<file path="src/rtl/tbird_seq_ctrl.sv">
// Tail-light sequencer: step prescaler, sticky request capture, arbitration and registered lamp pattern.
// Define TBIRD_SEQ_CTRL_BRAKE_EN to add the brake input and its steady-lamp overlay.
module tbird_seq_ctrl #(
  parameter int unsigned TICK_DIV = 4,
  parameter int unsigned TICK_W   = 25
) (
  input  logic       clk,
  input  logic       rst,
  input  logic       en,
  input  logic       left_req,
  input  logic       right_req,
  input  logic       haz_req,
`ifdef TBIRD_SEQ_CTRL_BRAKE_EN
  input  logic       brake,
`endif
  output logic [5:0] lights,
  output logic [1:0] mode,
  output logic       step_tick,
  output logic       busy
);

  // state   | meaning
  // ST_IDLE | lamps dark, waiting for a pending request at a step tick
  // ST_S1   | first lamp step of the active mode
  // ST_S2   | second lamp step
  // ST_S3   | third lamp step, returns to ST_IDLE on the next tick
  typedef enum logic [1:0] {ST_IDLE, ST_S1, ST_S2, ST_S3} state_t;

  localparam logic [1:0]        MODE_IDLE  = 2'b00;
  localparam logic [1:0]        MODE_LEFT  = 2'b01;
  localparam logic [1:0]        MODE_RIGHT = 2'b10;
  localparam logic [1:0]        MODE_HAZ   = 2'b11;
  localparam logic [TICK_W-1:0] TICK_LAST  = TICK_W'(TICK_DIV - 1);

  state_t              r_state;
  state_t              w_state_nxt;
  logic [1:0]          r_mode;
  logic [1:0]          w_mode_nxt;
  logic [TICK_W-1:0]   r_cnt;
  logic [2:0]          r_pending;
  logic [2:0]          w_consume;
  logic [5:0]          r_lights;
  logic [5:0]          w_lights_nxt;
  logic [2:0]          w_lfill;
  logic [2:0]          w_rfill;
  logic                r_busy;
  logic                w_tick;

  assign w_tick    = (r_cnt == TICK_LAST);
  assign step_tick = w_tick;
  assign lights    = r_lights;
  assign mode      = r_mode;
  assign busy      = r_busy;

  always_ff @(posedge clk or negedge rst) begin
    if (!rst) begin
      r_state <= ST_IDLE;
    end else if (!en) begin
      r_state <= ST_IDLE;
    end else begin
      r_state <= w_state_nxt;
    end
  end

  // pending = {haz, left, right}; a turn in progress can still be pre-empted by hazard
  always_comb begin
    w_state_nxt = r_state;
    w_mode_nxt  = r_mode;
    w_consume   = 3'b000;
    if (w_tick) begin
      case (r_state)
        ST_IDLE: begin
          if (r_pending[2] || (r_pending[1] && r_pending[0])) begin
            w_state_nxt = ST_S1;
            w_mode_nxt  = MODE_HAZ;
            w_consume   = 3'b111;
          end else if (r_pending[1]) begin
            w_state_nxt = ST_S1;
            w_mode_nxt  = MODE_LEFT;
            w_consume   = 3'b010;
          end else if (r_pending[0]) begin
            w_state_nxt = ST_S1;
            w_mode_nxt  = MODE_RIGHT;
            w_consume   = 3'b001;
          end
        end
        default: begin
          if (r_mode != MODE_HAZ && r_pending[2]) begin
            w_state_nxt = ST_S1;
            w_mode_nxt  = MODE_HAZ;
            w_consume   = 3'b111;
          end else begin
            case (r_state)
              ST_S1:   w_state_nxt = ST_S2;
              ST_S2:   w_state_nxt = ST_S3;
              default: begin
                w_state_nxt = ST_IDLE;
                w_mode_nxt  = MODE_IDLE;
              end
            endcase
          end
        end
      endcase
    end
  end

  // Lamps fill outward from the centre: la/ra first, lc/rc last.
  always_comb begin
    w_lfill = 3'b000;
    w_rfill = 3'b000;
    case (w_state_nxt)
      ST_S1: begin
        w_lfill = 3'b001;
        w_rfill = 3'b100;
      end
      ST_S2: begin
        w_lfill = 3'b011;
        w_rfill = 3'b110;
      end
      ST_S3: begin
        w_lfill = 3'b111;
        w_rfill = 3'b111;
      end
      default: ;
    endcase
    w_lights_nxt = {w_mode_nxt[0] ? w_lfill : 3'b000,
                    w_mode_nxt[1] ? w_rfill : 3'b000};
`ifdef TBIRD_SEQ_CTRL_BRAKE_EN
    if (brake) begin
      case (w_mode_nxt)
        MODE_IDLE:  w_lights_nxt = w_lights_nxt | 6'b111111;
        MODE_LEFT:  w_lights_nxt = w_lights_nxt | 6'b000111;
        MODE_RIGHT: w_lights_nxt = w_lights_nxt | 6'b111000;
        default:    ;
      endcase
    end
`endif
  end

  always_ff @(posedge clk or negedge rst) begin
    if (!rst) begin
      r_cnt     <= '0;
      r_mode    <= MODE_IDLE;
      r_busy    <= 1'b0;
      r_pending <= 3'b000;
      r_lights  <= 6'b000000;
    end else if (!en) begin
      r_cnt     <= '0;
      r_mode    <= MODE_IDLE;
      r_busy    <= 1'b0;
      r_pending <= 3'b000;
      r_lights  <= 6'b000000;
    end else begin
      r_cnt     <= w_tick ? '0 : r_cnt + TICK_W'(1);
      r_mode    <= w_mode_nxt;
      r_busy    <= (w_mode_nxt != MODE_IDLE);
      r_pending <= (r_pending & ~w_consume) | {haz_req, left_req, right_req};
      r_lights  <= w_lights_nxt;
    end
  end

endmodule

</file>
<file path="config.mk">
export PLATFORM = sky130hd
export DESIGN_NAME = tbird_seq_ctrl
export DESIGN_NICKNAME = d
export VERILOG_FILES = /design/src/rtl/tbird_seq_ctrl.sv
export SDC_FILE = /design/constraint.sdc
export NUM_CORES = 1
export LEC_CHECK = 0
export CAP_MARGIN = 20
export CORE_UTILIZATION = 57
export DETAILED_ROUTE_END_ITERATION = 16
export PLACE_DENSITY = 0.81
export RECOVER_POWER = 50
export SETUP_SLACK_MARGIN = 0.2
export SYNTH_ARGS = -nofsm -noshare
export SYNTH_HDL_FRONTEND = slang
export SYNTH_SLANG_ARGS = --single-unit
</file>
<file path="constraint.sdc">
create_clock -name clk -period 2.41 [get_ports clk]
set_clock_uncertainty 0.05 [all_clocks]
set_input_delay 0.482 -clock clk [delete_from_list [all_inputs] [get_ports clk]]
set_output_delay 0.482 -clock clk [all_outputs]
set_load 0.05 [all_outputs]
</file>
==> metrics.log, run 1 <==
INFO  metric run_status = completed
INFO  metric postSynthCellCount = around 190
INFO  metric achievable-frequency = approximately 0.44 GHz
INFO  metric mean_instance_size_in_the_synthesized_netlist = roughly 10 um2
INFO  metric mappedNetlistNets = 198
INFO  metric grt_start_max_net_pins = 40
INFO  metric detail_route.vias_per_cell = ~5.7
INFO  metric finalMaxSlewViolations = 0
INFO  metric yosys_warnings = 0
INFO  metric cts.htree.levels = 2
INFO  metric dominantRegCellSynth = sky130_fd_sc_hd__dfrtp_1
INFO  metric hpwlAfterDp = 2560 um
INFO  metric async_flop_share = 100%
INFO  metric crit_required = 1880 ps
INFO  metric ctsHoldBuffers = 0
INFO  metric mappedNetlistArea = between 1500 and 2000 um2
INFO  metric detail_route.iter0.violations = ~150
INFO  metric netlist_top_cells_area = sky130_fd_sc_hd__dfrtp_1, sky130_fd_sc_hd__xor2_1, sky130_fd_sc_hd__nor2_1
INFO  metric antenna_found_initial = 0
INFO  metric diodes = 0
INFO  metric core_region_area = between 3000 and 4000 um2
INFO  metric hp-class = primary input to async pin
INFO  metric place_inst = 247
INFO  metric synth.most_common_cell = sky130_fd_sc_hd__dfrtp_1
INFO  metric crit_type = flip-flop to output port
INFO  metric clk_pin_slew = 110 ps
INFO  metric sequential_area_share_after_synthesis = 51.1%
INFO  metric cts_tree = yes
INFO  metric multi_input_comb_area = between 900 and 1000 um2
INFO  metric type_of_destination_of_the_critical_path = output port
INFO  metric tritoncts_num_sinks = 39
INFO  metric synthDominantCellAreaShare = between 50% and 60%
INFO  metric layout_worst_path_cycle_share = 95.2%
INFO  metric critical_path.slowest_cell = sky130_fd_sc_hd__dfrtp_1
INFO  metric arr_time_crit_path = 1760 ps
INFO  metric placement.cell_area = roughly 2100 um2
INFO  metric totalNegativeSetupSlack = 0 ps
INFO  metric die_width = approximately 60 um
INFO  metric timing.critical_path.from_type = flip-flop
INFO  metric tightestPinTransition = 940 ps
INFO  metric hold-worst-slack = 214 ps
INFO  metric global_route.overflow_total = 0
INFO  metric total_leakage_power = about 1.1 nW
INFO  metric post-route-drc-count = 0
INFO  metric number_of_storage_elements_in_the_synthesis_netlist = 39
INFO  metric routabilityCongestion = 0.842
INFO  metric synth_commonest_cells = sky130_fd_sc_hd__dfrtp_1, sky130_fd_sc_hd__nor2_1, sky130_fd_sc_hd__xor2_1
INFO  metric synth.largest_area_cell = sky130_fd_sc_hd__dfrtp_1
INFO  metric final-seq-area = 978 um2
INFO  metric cp_slowest_stage_delay = 440 ps
INFO  metric numPortBuffers = 15
INFO  metric fin_nets = around 230
INFO  metric timing.critical_path.cells = nor4_2 -> nand4_2 -> or2_4 -> inv_2 -> buf_12
INFO  metric hold_violations = 0
INFO  metric critical_path_peak_fanout = 3
INFO  metric period_minus_slack = 2290 ps
INFO  metric layout-drive-gt1-share = 18.8%
INFO  metric critical_path_cell_count = 5
INFO  metric final-setup-viol-count = 0
INFO  metric die_h = around 60 um
INFO  metric vias_in_the_first_global_route = 1507
INFO  metric timing.critical_path.buf_inv = 2
INFO  metric drtPass1Iterations = 4
INFO  metric critPathTopFamily = simple AND/OR/NAND/NOR gates
INFO  metric final_design_area_no_fill = roughly 2300 um2
INFO  metric drt_wl_total = 4150 um
INFO  metric cts_buffers = 5
INFO  metric max-vdd-ir-drop = 0.000377 V
INFO  metric routed-via-count = around 1500
INFO  metric std_cell_rows = 20
INFO  metric yosysUniqueCellTypes = 33
INFO  metric slew_headroom = 37.3%
INFO  metric clkLatencyLatePin = ~350 ps
INFO  metric die_area = 3580 um2
INFO  metric ctsLongestPathBuffers = 2
INFO  metric track_usage = between 20% and 30%
INFO  metric cell_at_the_root_of_the_clock_tree = sky130_fd_sc_hd__clkbuf_4
INFO  metric filler_cell_count = approximately 220
INFO  metric drt.antenna.violating_nets = 0
INFO  metric synthToLayoutAreaGrowth = 21.8%
INFO  metric r2r_slack = 240 ps
INFO  metric maxCapViolCount = 0
INFO  metric routedWlPerCell = 15.5 um
INFO  metric powerDensity = 549 nW/um2
INFO  metric totalPowerFinal = 0.00128 W
INFO  metric final-instance-count-excl-fill = ~270
INFO  metric grt_first_pass_wirelength = 6960 um
INFO  metric synth_edf_count = 0
INFO  metric design.portCount = 16
INFO  metric rsz0062_at_grt = true
INFO  metric reg2regPathDepth = 6
INFO  metric start_util = 61.5%
==> path summary, 6_finish.rpt <==
path / startpoint / end
min: rst / r_pending[2]
min reg2reg: r_cnt[24] / r_cnt[24]
max in group asynchronous: rst / r_cnt[5]
min in group clk: r_cnt[24] / r_cnt[24]
max reg2reg: r_cnt[22] / lights[0]
max: r_cnt[22] / step_tick
==> metal layers <==
metal	global-route usage, %	share of wire (%)	vias to the layer above
li1	-	-	712
met1	34.9	45	760
met2	43.7	49	48
met3	7.36	4.1	11
met4	11.6	2.0	0
met5	0	0	-
==> layout by cell type, fill, tap and decap left out, types with 2 or more instances in the layout <==
| cell | count |
|---|---|
| sky130_fd_sc_hd__xnor2_1 | 3 |
| sky130_fd_sc_hd__ha_1 | 2 |
| sky130_fd_sc_hd__nor2_1 | 33 |
| sky130_fd_sc_hd__inv_1 | 10 |
| sky130_fd_sc_hd__and3_1 | 4 |
| sky130_fd_sc_hd__nand2_1 | 18 |
| sky130_fd_sc_hd__nand3_1 | 9 |
| sky130_fd_sc_hd__nor4_1 | 2 |
| sky130_fd_sc_hd__o21ai_0 | 4 |
| sky130_fd_sc_hd__nand4_1 | 8 |
| sky130_fd_sc_hd__clkdlybuf4s50_1 | 13 |
| sky130_fd_sc_hd__nor3_1 | 6 |
| sky130_fd_sc_hd__nor4_2 | 2 |
| sky130_fd_sc_hd__dfrtp_2 | 2 |
| sky130_fd_sc_hd__a21oi_1 | 6 |
| sky130_fd_sc_hd__clkbuf_4 | 5 |
| sky130_fd_sc_hd__xor2_1 | 20 |
| sky130_fd_sc_hd__buf_4 | 14 |
| sky130_fd_sc_hd__dfrtp_1 | 37 |
==> timing repair <==
action	in CTS	in global routing
gates resized for setup	7	4
setup endpoints to repair	1	6
buffers inserted	12	0
pin swaps	5	0
==> power by group <==
part	leakage, nW	total [W]	switching, W	internal [W]
combinational	0.472	0.000144	0.0000860	0.0000584
sequential	0.534	0.000682	0.0000143	0.000668
clock	0.0482	0.000451	0.000206	0.000245
==> worst register-to-register path, cell delays in order (launching register included) <==
cell                      delay [ps]
sky130_fd_sc_hd__dfrtp_1         440
sky130_fd_sc_hd__nor4_2          330
sky130_fd_sc_hd__nand4_2         180
sky130_fd_sc_hd__buf_4           180
sky130_fd_sc_hd__nor3_1          450
sky130_fd_sc_hd__o32ai_4         210
sky130_fd_sc_hd__nor3_1          240
==> cells by family after synthesis <==
logic type	count (synthesis)	synth area share [%]
XOR/XNOR	23	10.6
adder cells (fa/ha/maj)	3	1.97
buffers and inverters	14	3.54
AO/OA/AOI/OAI	18	7.87
flip-flops	39	51.1
AND/OR/NAND/NOR	92	24.9
==> metrics by stage <==
step                      worst slack (ps)  util (%)
after floorplan                        208         -
after global placement                 334      67.9
after detailed placement               251      67.9
after CTS                              147      74.6
after global routing                  12.0      74.9
final                                  116      74.9
==> flip-flops by register name, summed over array words and instances (netlist names) <==
signal     cells
lights         6
mode           2
r_state        2
r_cnt         25
busy           1
r_pending      3
==> area by class of cell <==
type | count | share of cell area, %
repair buffers | 29 | 11.2
flip-flops and latches | 39 | 42.1
clock buffers | 6 | 2.21
clock inverters | 2 | 1.51
well taps | 44 | 2.37
inverters | 11 | 1.78
multi-input cells | 136 | 38.9
No activity file was read; power rests on OpenSTA's default activity.
==> run 2, diff against run 1 <==
--- a/config.mk
+++ b/config.mk
@@ -6,9 +6,10 @@
 export NUM_CORES = 1
 export LEC_CHECK = 0
 export CAP_MARGIN = 20
-export CORE_UTILIZATION = 57
+export CORE_UTILIZATION = 62
 export DETAILED_ROUTE_END_ITERATION = 16
-export PLACE_DENSITY = 0.81
+export DONT_BUFFER_PORTS = 1
+export PLACE_DENSITY = 0.8
 export RECOVER_POWER = 50
 export SETUP_SLACK_MARGIN = 0.2
 export SYNTH_ARGS = -nofsm -noshare
==> run 2 against run 1 <==
Compared with the run above: die area shrank 7.8%; via count grew 0.46%; total power shrank 8.1%; combinational power shrank 11%; cell count shrank 6.7%; flip-flop and latch count is the same; count of clock-buffer cells in the layout shrank 1; cell area shrank 4.1%; utilization grew 3.9 points; register-to-register slack gained 70 ps; worst setup slack lost 18 ps.
==> metrics.log, run 2 (synthesized netlist as in run 1, its figures left out) <==
INFO  metric run_status = completed
INFO  metric period_minus_slack = 2310 ps (+17.5 ps)
INFO  metric vias_in_the_first_global_route = 1485 (-1.5%)
INFO  metric clkLatencyLatePin = 360 ps (about the same)
INFO  metric crit_type = flip-flop to output port
INFO  metric totalNegativeSetupSlack = 0 ps (unchanged)
INFO  metric final_design_area_no_fill = 2230 um2 (-4.1%)
INFO  metric max_flop_register = r_cnt
INFO  metric die_width = 57.5 um (-4.0%)
INFO  metric critPathTopFamily = simple AND/OR/NAND/NOR gates
INFO  metric track_usage = 28.3% (+0.98 points)
INFO  metric crit_required = 1880 ps (about the same)
INFO  metric numPortBuffers = 0 (-15)
INFO  metric total_leakage_power = 1.04 nW (-1.6%)
INFO  metric antenna_found_initial = 0 (unchanged)
INFO  metric layout_worst_path_cycle_share = 95.9% (+0.73 points)
INFO  metric wl_met2 = 2130 um (+5.7%)
INFO  metric grt_start_max_net_pins = 40 (unchanged)
INFO  metric tightestPinTransition = 930 ps (-9.91 ps)
INFO  metric synthToLayoutAreaGrowth = 16.9%
INFO  metric ctsLongestPathBuffers = 2 (unchanged)
INFO  metric timing.critical_path.cells = nor4_4 -> nand4_2 -> or2_1 -> inv_2 -> buf_12
INFO  metric clk_pin_slew = 130 ps (+20 ps)
INFO  metric std_cell_rows = 19 (-5.0%)
INFO  metric final-instance-count-excl-fill = 249 (-6.7%)
INFO  metric critical_path.slowest_cell = sky130_fd_sc_hd__dfrtp_2
INFO  metric hp-class = primary input to flip-flop
INFO  metric start_util = 67.4% (+6.0 points)
INFO  metric wl_met1 = 1790 um (-4.6%)
INFO  metric hpwlAfterDp = 2510 um (-2.0%)
INFO  metric cts.htree.levels = 2 (unchanged)
INFO  metric fin_nets = 226 (-2.2%)
INFO  metric achievable-frequency = 0.433 GHz (-0.76%)
INFO  metric critical_path_peak_fanout = 2 (-1)
INFO  metric routed.top_layer = met4
INFO  metric type_of_destination_of_the_critical_path = output port
INFO  metric max-vdd-ir-drop = 0.000512 V (+36%)
INFO  metric arr_time_crit_path = 1780 ps (+20 ps)
INFO  metric met3RoutedLength = 220 um (+30%)
INFO  metric final_common_cell = sky130_fd_sc_hd__dfrtp_1
INFO  metric cts_buffers = 5 (unchanged)
INFO  metric detail_route.iter0.violations = 74 (-50%)
INFO  metric routabilityCongestion = 0.894 (+6.3%)
INFO  metric setup.worst_path.start = r_cnt[13]
INFO  metric worstHoldStart = haz_req
INFO  metric routedWlPerCell = 16.9 um (+9.0%)
INFO  metric totalPowerFinal = 0.00117 W (-8.1%)
INFO  metric die_h = 57.5 um (-4.0%)
INFO  metric tritoncts_num_sinks = 39 (unchanged)
INFO  metric timing.critical_path.buf_inv = 2 (unchanged)
INFO  metric hold_violations = 0 (unchanged)
INFO  metric grt_first_pass_wirelength = 6980 um (+0.29%)
INFO  metric rsz0062_at_grt = true
INFO  metric place_inst = 222 (-10%)
INFO  metric post-route-drc-count = 0 (unchanged)
INFO  metric drtPass1Iterations = 4 (unchanged)
INFO  metric detail_route.vias_per_cell = 6.18 (+7.7%)
INFO  metric finalMaxSlewViolations = 0 (unchanged)
INFO  metric worstReg2RegStart = r_cnt[13]
INFO  metric maxCapViolCount = 0 (unchanged)
INFO  metric timing.critical_path.from_type = flip-flop
INFO  metric diodes = 0 (unchanged)
INFO  metric slew_headroom = 38.0% (+0.66 points)
INFO  metric final-setup-viol-count = 0 (unchanged)
INFO  metric core_region_area = 2830 um2 (-8.8%)
INFO  metric placement.cell_area = 1970 um2 (-6.5%)
INFO  metric die_area = 3300 um2 (-7.8%)
INFO  metric layout-drive-gt1-share = 22.9% (+4.1 points)
INFO  metric cell_at_the_root_of_the_clock_tree = sky130_fd_sc_hd__clkbuf_4
INFO  metric cts_tree = yes
INFO  metric design.portCount = 16 (unchanged)
INFO  metric powerDensity = 527 nW/um2 (-4.2%)
INFO  metric cp_slowest_stage_delay = 450 ps (about the same)
INFO  metric largest_register_ffs = 25 (unchanged)
INFO  metric layout.cells.most_common_list = sky130_fd_sc_hd__dfrtp_1, sky130_fd_sc_hd__nor2_1, sky130_fd_sc_hd__xor2_1
INFO  metric routed-via-count = 1538 (+0.46%)
INFO  metric filler_cell_count = 174 (-22%)
INFO  metric drt.antenna.violating_nets = 0 (unchanged)
INFO  metric drt_wl_total = 4220 um (+1.7%)
INFO  metric global_route.overflow_total = 0 (unchanged)
-- run 2: path summary, 6_finish.rpt --
check | slack (ps) | cells past startpoint | end
worst max-delay path | 100 | 5 | step_tick
worst min-delay path | 190 | 2 | r_pending[2]
worst max register to register | 310 | 7 | lights[3]
worst min register to register | 530 | 2 | r_pending[0]
max in group asynchronous | 950 | 2 | r_cnt[2]
min in group asynchronous | 740 | 2 | r_cnt[10]
-- run 2: metrics by stage --
stage	hold WS, ps	setup slack [ps]	utilization (%)
after floorplan	136	208	-
after global placement	137	335	69.7
after detailed placement	137	264	69.7
after CTS	189	149	78.6
after global routing	190	36.5	78.8
final	193	98.6	78.8
-- run 2: layer usage --
layer,GRT usage [%],up-vias
met4,14.6,0
met2,44.7,62
li1,-,701
met1,36.7,766
met5,0,-
met3,6.35,9
-- run 2: area by class of cell --
| class | instances | area (um2) | share of cell area (%) |
|---|---|---|---|
| Inverter | 11 | 41.3 | 1.85 |
| Multi-Input combinational cell | 136 | 922 | 41.4 |
| Clock inverter | 3 | 23.8 | 1.07 |
| Sequential cell | 39 | 981 | 44.0 |
| Clock buffer | 5 | 37.5 | 1.68 |
| Timing Repair Buffer | 24 | 185 | 8.31 |
| Tap cell | 31 | 38.8 | 1.74 |
-- run 2: timing repair --
item                                   in CTS  in global routing
hold buffers                                2                  0
setup endpoints to repair                   1                 31
buffers inserted                           16                  1
endpoints found under the hold margin      39                  0
pin swaps                                   5                  1
gates resized for setup                    10                  3
gates cloned                                0                  0
-- run 2: report_power, final --
group	switching [W]	internal [W]	total, W
Clock	0.000241	0.000117	0.000358
Sequential	0.0000205	0.000668	0.000689
Combinational	0.0000780	0.0000501	0.000128
